### src/rtl/calculator_pkg.sv
// Shared calculator definitions: address/word sizes, memory state encoding
// and the default width of the memory access counters.
package calculator_pkg;

   localparam int ADDR_W        = 5;
   localparam int MEM_WORD_SIZE = 32;
   localparam int MEM_CNT_W     = 16;

   typedef enum logic {
      M_CLEAR = 1'b0,
      M_READY = 1'b1
   } mem_state_t;

endpackage

### src/rtl/calc_mem_array.sv
// Storage for calc_memory: DEPTH words, one synchronous write port and one
// combinational read port.
// Ports:
//   clk_i           clock
//   we              write enable
//   w_addr, w_data  write address / data
//   r_addr          read address
//   r_data          combinational read data
// The caller guarantees addresses are < DEPTH.
module calc_mem_array
   import calculator_pkg::*;
#(
   parameter int DEPTH = 2**ADDR_W
) (
   input  logic                     clk_i,
   input  logic                     we,
   input  logic [ADDR_W-1:0]        w_addr,
   input  logic [MEM_WORD_SIZE-1:0] w_data,
   input  logic [ADDR_W-1:0]        r_addr,
   output logic [MEM_WORD_SIZE-1:0] r_data
);

   localparam int IDX_W = (DEPTH > 1) ? $clog2(DEPTH) : 1;

   logic [MEM_WORD_SIZE-1:0] mem [DEPTH];

   always_ff @(posedge clk_i) begin
      if (we) begin
         mem[w_addr[IDX_W-1:0]] <= w_data;
      end
   end

   assign r_data = mem[r_addr[IDX_W-1:0]];

endmodule

### src/rtl/calc_memory.sv
// Word-addressed memory responder for the calculator controller.
// State table:
//   M_CLEAR | zeroing word clr_ptr each cycle, all strobes ignored
//   M_READY | serving reads, controller writes and preloads
// Ports:
//   clk_i, rst_i                 clock, synchronous active-high reset
//   read, r_addr, r_data         active-low read strobe, address, registered data
//   write, w_addr, w_data        active-low controller write strobe, address, data
//   load_en, load_addr, load_data  active-high preload port (wins over write)
//   busy                         clear in progress
//   addr_err, conflict_err       sticky error flags
//   rd_count, wr_count           saturating accepted-access counters
module calc_memory
   import calculator_pkg::*;
#(
   parameter int DEPTH          = 2**ADDR_W,
   parameter bit CLEAR_ON_RESET = 1'b1,
   parameter int CNT_W          = MEM_CNT_W
) (
   input  logic                     clk_i,
   input  logic                     rst_i,
   input  logic                     read,
   input  logic [ADDR_W-1:0]        r_addr,
   output logic [MEM_WORD_SIZE-1:0] r_data,
   input  logic                     write,
   input  logic [ADDR_W-1:0]        w_addr,
   input  logic [MEM_WORD_SIZE-1:0] w_data,
   input  logic                     load_en,
   input  logic [ADDR_W-1:0]        load_addr,
   input  logic [MEM_WORD_SIZE-1:0] load_data,
   output logic                     busy,
   output logic                     addr_err,
   output logic                     conflict_err,
   output logic [CNT_W-1:0]         rd_count,
   output logic [CNT_W-1:0]         wr_count
);

   localparam logic [ADDR_W:0]   DEPTH_L = (ADDR_W+1)'(DEPTH);
   localparam logic [ADDR_W-1:0] LAST    = ADDR_W'(DEPTH-1);
   localparam logic [CNT_W-1:0]  CNT_MAX = '1;

   mem_state_t               state, state_nxt;
   logic [ADDR_W-1:0]        clr_ptr, clr_ptr_nxt;
   logic                     arr_we, wr_take;
   logic [ADDR_W-1:0]        arr_waddr;
   logic [MEM_WORD_SIZE-1:0] arr_wdata, arr_rdata, rd_word;
   logic                     ready, rd_acc, wr_acc, ld_acc;
   logic                     r_ok, w_ok, l_ok, addr_bad;

   assign ready  = (state == M_READY);
   assign busy   = (state == M_CLEAR);
   assign rd_acc = ready & ~read;
   assign wr_acc = ready & ~write;
   assign ld_acc = ready & load_en;
   assign r_ok   = ({1'b0, r_addr}    < DEPTH_L);
   assign w_ok   = ({1'b0, w_addr}    < DEPTH_L);
   assign l_ok   = ({1'b0, load_addr} < DEPTH_L);
   assign addr_bad = (rd_acc & ~r_ok) | (wr_acc & ~w_ok) | (ld_acc & ~l_ok);

   always_comb begin
      state_nxt   = state;
      clr_ptr_nxt = clr_ptr;
      arr_we      = 1'b0;
      arr_waddr   = w_addr;
      arr_wdata   = w_data;
      wr_take     = 1'b0;
      case (state)
         M_CLEAR: begin
            arr_we    = 1'b1;
            arr_waddr = clr_ptr;
            arr_wdata = '0;
            if (clr_ptr == LAST) begin
               state_nxt = M_READY;
            end else begin
               clr_ptr_nxt = clr_ptr + 1'b1;
            end
         end
         M_READY: begin
            // A preload owns the write port even when its address is out of
            // range; the controller write is then simply dropped.
            if (ld_acc) begin
               arr_we    = l_ok;
               arr_waddr = load_addr;
               arr_wdata = load_data;
            end else if (wr_acc && w_ok) begin
               arr_we  = 1'b1;
               wr_take = 1'b1;
            end
         end
         default: state_nxt = M_READY;
      endcase
   end

   // Write-first: a read hitting the word being written sees the new data.
   assign rd_word = (arr_we && (arr_waddr == r_addr)) ? arr_wdata : arr_rdata;

   calc_mem_array #(
      .DEPTH (DEPTH)
   ) u_array (
      .clk_i  (clk_i),
      .we     (arr_we & ~rst_i),
      .w_addr (arr_waddr),
      .w_data (arr_wdata),
      .r_addr (r_addr),
      .r_data (arr_rdata)
   );

   always_ff @(posedge clk_i) begin
      if (rst_i) begin
         state        <= CLEAR_ON_RESET ? M_CLEAR : M_READY;
         clr_ptr      <= '0;
         r_data       <= '0;
         addr_err     <= 1'b0;
         conflict_err <= 1'b0;
         rd_count     <= '0;
         wr_count     <= '0;
      end else begin
         state   <= state_nxt;
         clr_ptr <= clr_ptr_nxt;
         if (rd_acc) begin
            r_data <= r_ok ? rd_word : '0;
         end
         if (rd_acc && r_ok && (rd_count != CNT_MAX)) begin
            rd_count <= rd_count + 1'b1;
         end
         if (wr_take && (wr_count != CNT_MAX)) begin
            wr_count <= wr_count + 1'b1;
         end
         if (addr_bad) begin
            addr_err <= 1'b1;
         end
         if (ld_acc && wr_acc) begin
            conflict_err <= 1'b1;
         end
      end
   end

endmodule

### config.mk
export PLATFORM = sky130hd
export DESIGN_NAME = calc_memory
export DESIGN_NICKNAME = d
export VERILOG_FILES = /design/src/rtl/calculator_pkg.sv /design/src/rtl/calc_mem_array.sv /design/src/rtl/calc_memory.sv
export SDC_FILE = /design/constraint.sdc
export NUM_CORES = 1
export LEC_CHECK = 0
export CAP_MARGIN = 0
export CORE_ASPECT_RATIO = 1.2
export CORE_MARGIN = 4
export CORE_UTILIZATION = 55
export CTS_CLUSTER_SIZE = 20
export DETAILED_ROUTE_END_ITERATION = 8
export PLACE_DENSITY = 0.71
export SLEW_MARGIN = 20
export SYNTH_ARGS = -nofsm -noshare
export SYNTH_HDL_FRONTEND = slang
export SYNTH_HIERARCHICAL = 1
export SYNTH_SLANG_ARGS = --single-unit
### constraint.sdc
create_clock -name clk_i -period 6.3 [get_ports clk_i]
set_clock_uncertainty 0.15 [all_clocks]
set_input_delay 1.26 -clock clk_i [delete_from_list [all_inputs] [get_ports clk_i]]
set_output_delay 1.26 -clock clk_i [all_outputs]
set_load 0.01 [all_outputs]
; ---- Word level (Yosys, flattened, before mapping)
; Memories as Yosys holds them, arrays and structs flattened. A register that Yosys moved wholly into a read port is not among the register bits.
; Cells that the tools add are included.
[op_classes]
bitwise_logic = 9
n_eq_ne = 3
muxes = 13
reduce_logical = 4
n_addsub = 3
[ops]
columns = cell, count
row1 = $pmux 32 s2, 1
row2 = $add 16x1->16 const B, 2
row3 = $mux 32, 1
row4 = $ne 16x16->1 const B, 2
row5 = $pmux 5 s2, 1
row6 = $mux 1, 8
row7 = $add 5x1->5 const B, 1
row8 = $eq 5x5->1 const B, 1
row9 = $mux 5, 1
row10 = $not 1->1, 5
row11 = $and 1x1->1, 4
row12 = $logic_and 1x1->1, 3
row13 = $pmux 1 s2, 1
row14 = $reduce_and 2->1, 1
[totals]
memories = 1
out_inout_bits = 67
elab_cells = 38
ramBits = 1024
regBits = 39
input_bits = 84
[mem_list]
columns = memory, words, word_bits, rd, rd_clocked_by_memory_dff, wr, line
row1 = u_array.mem, 32, 32, 1, 1, 1, calc_mem_array.sv:25  ; logic [MEM_WORD_SIZE-1:0] mem [DEPTH];

; ---- Depth between registers and ports, before layout
; Gate-level depths: netlist of run 1.
[depth]
depth_word = 8
mapped_depth = 10
depth_no_buf = 7

; ---- Cells and area by module
; The synthesis of run 1 kept the hierarchy.
[by_module_without_submodules]
columns = module, seq_area_each_um2, cells_per_inst, n_inst, area_each_um2
row1 = calc_mem_array, 30749.5, 2228, 1, 39844.5
row2 = calc_memory, 1421.4, 545, 1, 4144.0

; ---- Worst setup path before layout of run 1
; OpenSTA, ideal clock, no wires.
[synth_timing]
kind = input port to flip-flop
startpoint = in load_en
endpoint = mem u_array.mem[28][0] (enable)
t_required_ns = 5.729
slack_ns = 1.782
n_path_buf = 3
path_stages = 7
arrival_time_ns = 3.947
setup_time_ns = 0.421
cell_sequence = buf_2 buf_4 inv_1 a31oi_1 or3b_2 clkbuf_1 nor2_1
[synth_between]
elab_chain_cells = 6
elab_cells_between_ends = 8
classes_between = 6 x mux / 2 x bitwise
[synth_rtl]
columns = item, line
row1 = "start, declared", calc_memory.sv:28  ; input logic load_en,
row2 = $and 1x1->1 (*), calc_memory.sv:54  ; assign ld_acc = ready & load_en;
row3 = $mux 1, calc_memory.sv:81  ; if (ld_acc) begin
row4 = $pmux 1 s2, calc_memory.sv:67  ; case (state)
row5 = $and 1x1->1, calc_memory.sv:101  ; .we (arr_we & ~rst_i),
row6 = $mux 1, calc_mem_array.sv:28  ; if (we) begin
row7 = $mux 1 (not written as such), calc_mem_array.sv:29  ; mem[w_addr[IDX_W-1:0]] <= w_data;
row8 = "end, declared", calc_mem_array.sv:25
; Every way passes the cells marked *; elsewhere a longest branch is shown, timed or not.

; ---- Final worst setup path of run 1
[layout_timing]
startpoint = in w_addr[2]
endpoint = mem u_array.mem[6][29] (enable)
[layout_between]
elab_chain_cells = 2
[layout_rtl]
columns = item, line
row1 = "start, declared", calc_memory.sv:26  ; input logic [ADDR_W-1:0] w_addr,
row2 = $mux 5, calc_memory.sv:81
row3 = $pmux 5 s2, calc_memory.sv:67
row4 = named net arr_waddr[2], calc_memory.sv:45  ; logic [ADDR_W-1:0] arr_waddr;
; The timed path passes the listed nets, and every way through them passes these cells.

==> flow_metrics.tcl, run 1 <==
set metrics [dict create \
    yosys.area.top_type "edfxtp_1" \
    power_uw 14900 \
    ys_top_cells_by_area "edfxtp_1 (70%), mux2i_1 (13%), dfxtp_1 (3.2%), a22oi_1 (1.6%), nor2_1 (1.5%)" \
    first_pass_iters 6 \
    regToRegSetupSlack_ns 2.49 \
    cts-root-buf "clkbuf_16" \
    holdPathEnd "conflict_err$_SDFFE_PP0P_" \
    drc 0 \
    globalplace.congestion 0.833 \
    timing.hold.ws_ns 0.336 \
    worstPathRequired_ns 6.51 \
    hold_violations 0 \
    timing.final.crit_share_pct 66.7 \
    power_density_mw_per_mm2 294 \
    grt_pass1_vias 25522 \
    clock.fmax_mhz 238 \
    vias 25617 \
    ir_worst_vdd_uv 241 \
    track_usage_pct 25.8 \
    area_growth_pct 15.3 \
    io_pins 151 \
    path_class "in -> reg" \
    clk_path_buf_depth 3 \
    cts_resized 0 \
    layout.cells.non_filler 4081 \
    crit_chain "clkdlybuf4s50_1 -> nand2_1 -> a31oi_1 -> nand2_1 -> nor2_4 -> buf_4" \
    syn_area_mm2 0.0440 \
    ys.flop_type "edfxtp_1" \
    period_minus_slack_ns 4.20 \
    hold_path_startpoint "conflict_err$_SDFFE_PP0P_" \
    worstSetupStartpointType "input pin" \
    grt-ovfl-total 0 \
    fp.dieW_um 266 \
    cp_num_buf_inv 2 \
    final_area_mm2 0.0507 \
    min_path_type "reg -> reg" \
    fp.dieArea_mm2 0.0846 \
    placed_area_mm2 0.0472 \
    holdBufCountCts 0 \
    slowest_stage "nor2_4" \
    ant_nets 0 \
    vias_per_cell 6.28 \
    synthArstFlopShare_pct 0 \
    clkSinkCount 1095 \
    drv_slew 0 \
    numCtsBuffers 102 \
    seqCellArea_mm2 0.0322 \
    total_leakage_power_uw 0.0178 \
    yosysWarnings 6 \
    rows 113 \
    avgSynthCellArea_um2 15.9 \
    start_util_pct 55.6 \
    nFillCells 5470 \
    fin_tns_setup_ns 0 \
    drv_cap 0 \
    crit_path_max_fanout 23 \
    r2r_cells 5 \
    die_h_um 318 \
    final_nets 3047 \
    h-tree-depth 3 \
    postCtsSetupRepairBufs 0 \
    ys_ff_latch 1095 \
    synthesis.instances 2773 \
    hold_depth 2 \
    crit_path_end_kind "register" \
    place_hpwl_um 67400 \
    cp.depth 6 \
    r2r-start "ready$_SDFF_PP0_" \
    rsz0062_at_grt "false" \
    wire_per_inst_um 27.1 \
    multiInputGateArea_mm2 0.0111 \
    worst_pin_slew_ns 1.10 \
    drive_above_1_share_pct 9.95 \
    place_inst 3888 \
    insertion_delay_ns 0.67 \
    grt_start_max_net_pins 129 \
    rr_endpoint "u_array/mem[7][25]$_DFFE_PP_" \
    wl_um 111000 \
    grt_pass1_wl_um 164000 \
    syn_nets 2861 \
    outcome "complete, no violations" \
    port_buffers 149 \
    clk_pin_slew_ns 0.06 \
    synth-edff-count 1024 \
    ys_seq_area_share_pct 73.1 \
    setup_viol 0 \
    synth_top_area_share_pct 69.9 \
    arrival_ns 4.41 \
    drt-initial-drc-count 2671 \
    slew_headroom_pct 26.7 \
    crit_family "simple AND/OR/NAND/NOR gates" \
    critical_path.max_stage_delay_ns 0.87 \
    cp_common_cell "nand2_1" \
    synthDistinctLibCells 43 \
    coreArea_mm2 0.0792 \
    cts_tree "built" \
    antenna_found_initial 2 \
]
==> cell usage in the layout (no fill, tap or decap), drive strengths merged, types with 5 or more instances in the layout <==
cell / instances
dfxtp: 71
clkdlybuf4s50: 147
a22o: 64
a211oi: 9
xnor2: 35
a22oi: 96
clkinv: 49
nor4: 5
nor3: 47
nand2: 112
clkbuf: 121
o22ai: 32
nand4: 12
a31oi: 67
mux2i: 550
nand3: 112
nor2: 171
inv: 11
a21oi: 107
nand3b: 5
buf: 104
bufinv: 15
o21ai: 39
edfxtp: 1024
and4: 5
==> registers in the layout (all words and copies together) (netlist names) <==
name / flops
u_array/mem: 1024
conflict_err: 1
clr_ptr: 5
r_data: 32
ready: 1
wr_count: 16
rd_count: 16
==> how the worst max path moves through the flow <==
stage,startpoint,endpoint,slack (ns)
CTS,write,u_array/mem[6][25]$_DFFE_PP_,2.18
detailed placement,write,u_array/mem[6][29]$_DFFE_PP_,1.48
floorplan,load_en,u_array/mem[28][0]$_DFFE_PP_,1.78
finish,w_addr[2],u_array/mem[6][29]$_DFFE_PP_,2.10
global route,write,u_array/mem[6][27]$_DFFE_PP_,2.03
global placement,load_addr[1],u_array/mem[15][28]$_DFFE_PP_,1.62
==> per-layer routing <==
layer  GRT usage (%)  wire length (um)
met1            35.5             43500
met2            42.5             54400
met3            5.04             10400
met4            7.07              2500
met5               0                 0
==> per-stage QoR <==
step           utilization [%]  setup WS [ns]
2_1_floorplan                -           1.78
3_3_place_gp              59.2           1.62
3_5_place_dp              59.6           1.48
4_1_cts                   64.0           2.18
5_1_grt                   64.0           2.03
6_report                  64.0           2.10
==> worst reg2reg max path: stages (launching register included) <==
cell and delay [ns]:
dfxtp_1 0.75, nor2_1 0.09, a21oi_1 0.40, nand3_1 0.76
nor2_4 1.01, buf_4 0.35
==> logic make-up (layout without fill, tap and decap cells) <==
| logic type | after synthesis | in the layout | synth area share (%) |
|---|---|---|---|
| DFF | 1095 | 1095 | 73.1 |
| muxes | 550 | 550 | 12.5 |
| and+or+nand+nor | 493 | 493 | 5.06 |
| AOI/OAI and AO/OA | 416 | 416 | 6.19 |
| buffers and inverters | 176 | 448 | 2.22 |
| xor gates and xnor gates | 38 | 38 | 0.757 |
| adders and majority gates | 4 | 4 | 0.114 |
| other | 1 | 2 | 0.00852 |
==> power breakdown <==
group	switching, uW	leakage (uW)	total, uW	internal [uW]
Combinational	450	0.00602	721	271
Clock	2630	0.00170	6320	3690
Sequential	12.3	0.0101	7890	7880
Total	3090	0.0178	14900	11800
==> cell usage after synthesis (9+ instances only) <==
cell      instances
a211oi_1          9
a21oi_1         107
a22o_1           64
a22oi_1          96
a31oi_1          67
buf_2            33
buf_4            41
buf_6            15
clkbuf_1         73
dfxtp_1          71
edfxtp_1       1024
mux2i_1         550
nand2_1         112
nand3_1         112
nand4_1          12
nor2_1          171
nor3_1           47
o21ai_0          39
o22ai_1          32
xnor2_1          35
==> layout make-up <==
cell class / count / area share, %
Clock inverter: 69 / 1.48
Inverter: 7 / 0.0518
Antenna cell: 1 / 0.00494
Sequential cell: 1095 / 63.5
Timing Repair Buffer: 251 / 5.15
Clock buffer: 121 / 5.34
Tap cell: 1035 / 2.55
Multi-Input combinational cell: 1502 / 22.0
(Power assumes the default switching activity.)
==> run 2: changes to the inputs <==
==> constraint.sdc (replaced) <==
create_clock -name clk_i -period 4.2 [get_ports clk_i]
set_clock_uncertainty 0.15 [all_clocks]
set_input_delay 0.84 -clock clk_i [delete_from_list [all_inputs] [get_ports clk_i]]
set_output_delay 0.84 -clock clk_i [all_outputs]
set_load 0.01 [all_outputs]
==> run 2 against run 1 <==
Utilization up 0.41 points. Final area is 0.64% higher. Critical endpoint is now busy. Cell count is 0.91% higher. Clock power increased by 43%. Total power increased by 47%. Global-route usage increased by 0.23 points. Register-to-register slack worse by 1.6 ns. Clock-buffer cell count up 20. Highest routed layer unchanged.
==> flow_metrics.tcl, run 2 (synthesis results as in run 1) <==
set metrics [dict create \
    largest_register_ffs 1024 \
    slowest_stage "dfxtp_1" \
    critical_path.max_stage_delay_ns 0.77 \
    ant_nets 0 \
    period_minus_slack_ns 3.58 \
    antenna_found_initial 1 \
    post-route-util_pct 64.4 \
    drive_above_1_share_pct 11.0 \
    crit_path_max_fanout 21 \
    placed_area_mm2 0.0477 \
    nFillCells 5504 \
    holdBufCountCts 0 \
    clk_pin_slew_ns 0.06 \
    drv_slew 0 \
    setup_viol 0 \
    globalplace.congestion 0.839 \
    wl_um 111000 \
    grt-ovfl-total 0 \
    total_leakage_power_uw 0.0180 \
    clkSinkCount 1095 \
    postCtsSetupRepairBufs 0 \
    vias_per_cell 6.24 \
    power_density_mw_per_mm2 431 \
    multiInputGateArea_mm2 0.0111 \
    coreArea_mm2 0.0792 \
    crit_path_end_kind "output port" \
    fin_tns_setup_ns 0 \
    h-tree-depth 3 \
    grt_pass1_wl_um 165000 \
    numCtsBuffers 102 \
    place_hpwl_um 65000 \
    timing.final.crit_share_pct 85.3 \
    cts_tree "built" \
    cp_num_buf_inv 2 \
    port_buffers 149 \
    rows 113 \
    path_class "reg -> out" \
    grt_pass1_vias 26186 \
    cts-root-buf "clkbuf_16" \
    crit_family "buffers and inverters" \
    io_pins 151 \
    drc 0 \
    crit_chain "clkinv_1 -> clkdlybuf4s50_1" \
    outcome "complete, no violations" \
    final_nets 3085 \
    start_util_pct 55.6 \
    slew_headroom_pct 30.1 \
    rsz0062_at_grt "false" \
    area_growth_pct 16.0 \
    setup_ws_ns 0.619 \
    vias 25698 \
    drv_cap 0 \
    clock.fmax_mhz 279 \
    final_area_mm2 0.0510 \
    final_common_cell "edfxtp_1" \
    worstSetupStartpointType "register" \
    hold_violations 0 \
    drt-initial-drc-count 2796 \
    dp_slack_ns 0.154 \
    most-common-layout-cells "edfxtp_1 (1024), mux2i_1 (550), clkdlybuf4s50_1 (147)" \
    fp.dieW_um 266 \
    clk_path_buf_depth 3 \
    ir_worst_vdd_uv 334 \
    track_usage_pct 26.0 \
    die_h_um 318 \
    arrival_ns 2.59 \
    fp.dieArea_mm2 0.0846 \
    worst_pin_slew_ns 1.04 \
    wire_per_inst_um 27.0 \
    first_pass_iters 5 \
    antenna_cells 0 \
    seqCellArea_mm2 0.0322 \
    min_path_type "reg -> reg" \
    insertion_delay_ns 0.66 \
    grt_start_max_net_pins 65 \
    worstPathRequired_ns 3.21 \
    cts_resized 0 \
    timing.hold.ws_ns 0.333 \
]
-- run 2: changes by cell type in the layout (fill, tap and decap cells not counted), sizes merged --
cell	delta
diode	-1
bufinv	-8
clkinv	-10
buf	+38
clkbuf	+20
inv	-3
clkinvlp	+1
-- run 2: layer usage --
layer	up-vias	GRT usage, %	routed length, um
li1	11256	-	-
met1	12995	35.0	44200
met2	1246	43.4	55000
met3	201	4.64	9110
met4	0	8.36	3070
met5	-	0	0
-- run 2: path summary, 6_finish.rpt --
check	slack, ns	end	start	depth (start not counted)
worst max-delay path	0.62	busy	ready$_SDFF_PP0_	2
worst min-delay path	0.33	conflict_err$_SDFFE_PP0P_	conflict_err$_SDFFE_PP0P_	2
worst max register to register	0.91	u_array/mem[26][16]$_DFFE_PP_	ready$_SDFF_PP0_	5
worst min register to register	0.33	conflict_err$_SDFFE_PP0P_	conflict_err$_SDFFE_PP0P_	2
-- run 2: power breakdown --
group          leakage [uW]  internal, uW  total (uW)  switching, uW
registers            0.0101         11800       11800           18.4
logic               0.00626           440        1120            682
clock network       0.00162          5160        9020           3860
-- run 2: layout make-up --
type,count,share of cell area [%]
Clock buffer,141,5.57
Clock inverter,49,0.878
Inverter,7,0.0515
Multi-Input combinational cell,1502,21.8
Sequential cell,1095,63.1
Tap cell,1035,2.54
Timing Repair Buffer,289,6.09
-- run 2: metrics by stage --
step | instances | total power, uW
CTS | 4118 | 22100
global placement | 3928 | 13200
finish | 4118 | 22000
global route | 4118 | 22700
detailed placement | 3928 | 13200
floorplan | 2773 | 12800
-- run 2: worst register-to-register path, cell delays in order, from the launching register on --
cell      delay, ns
dfxtp_1        0.77
nor2_1         0.08
a21oi_1        0.55
nand3b_1       0.65
nor2_4         0.43
buf_12         0.31
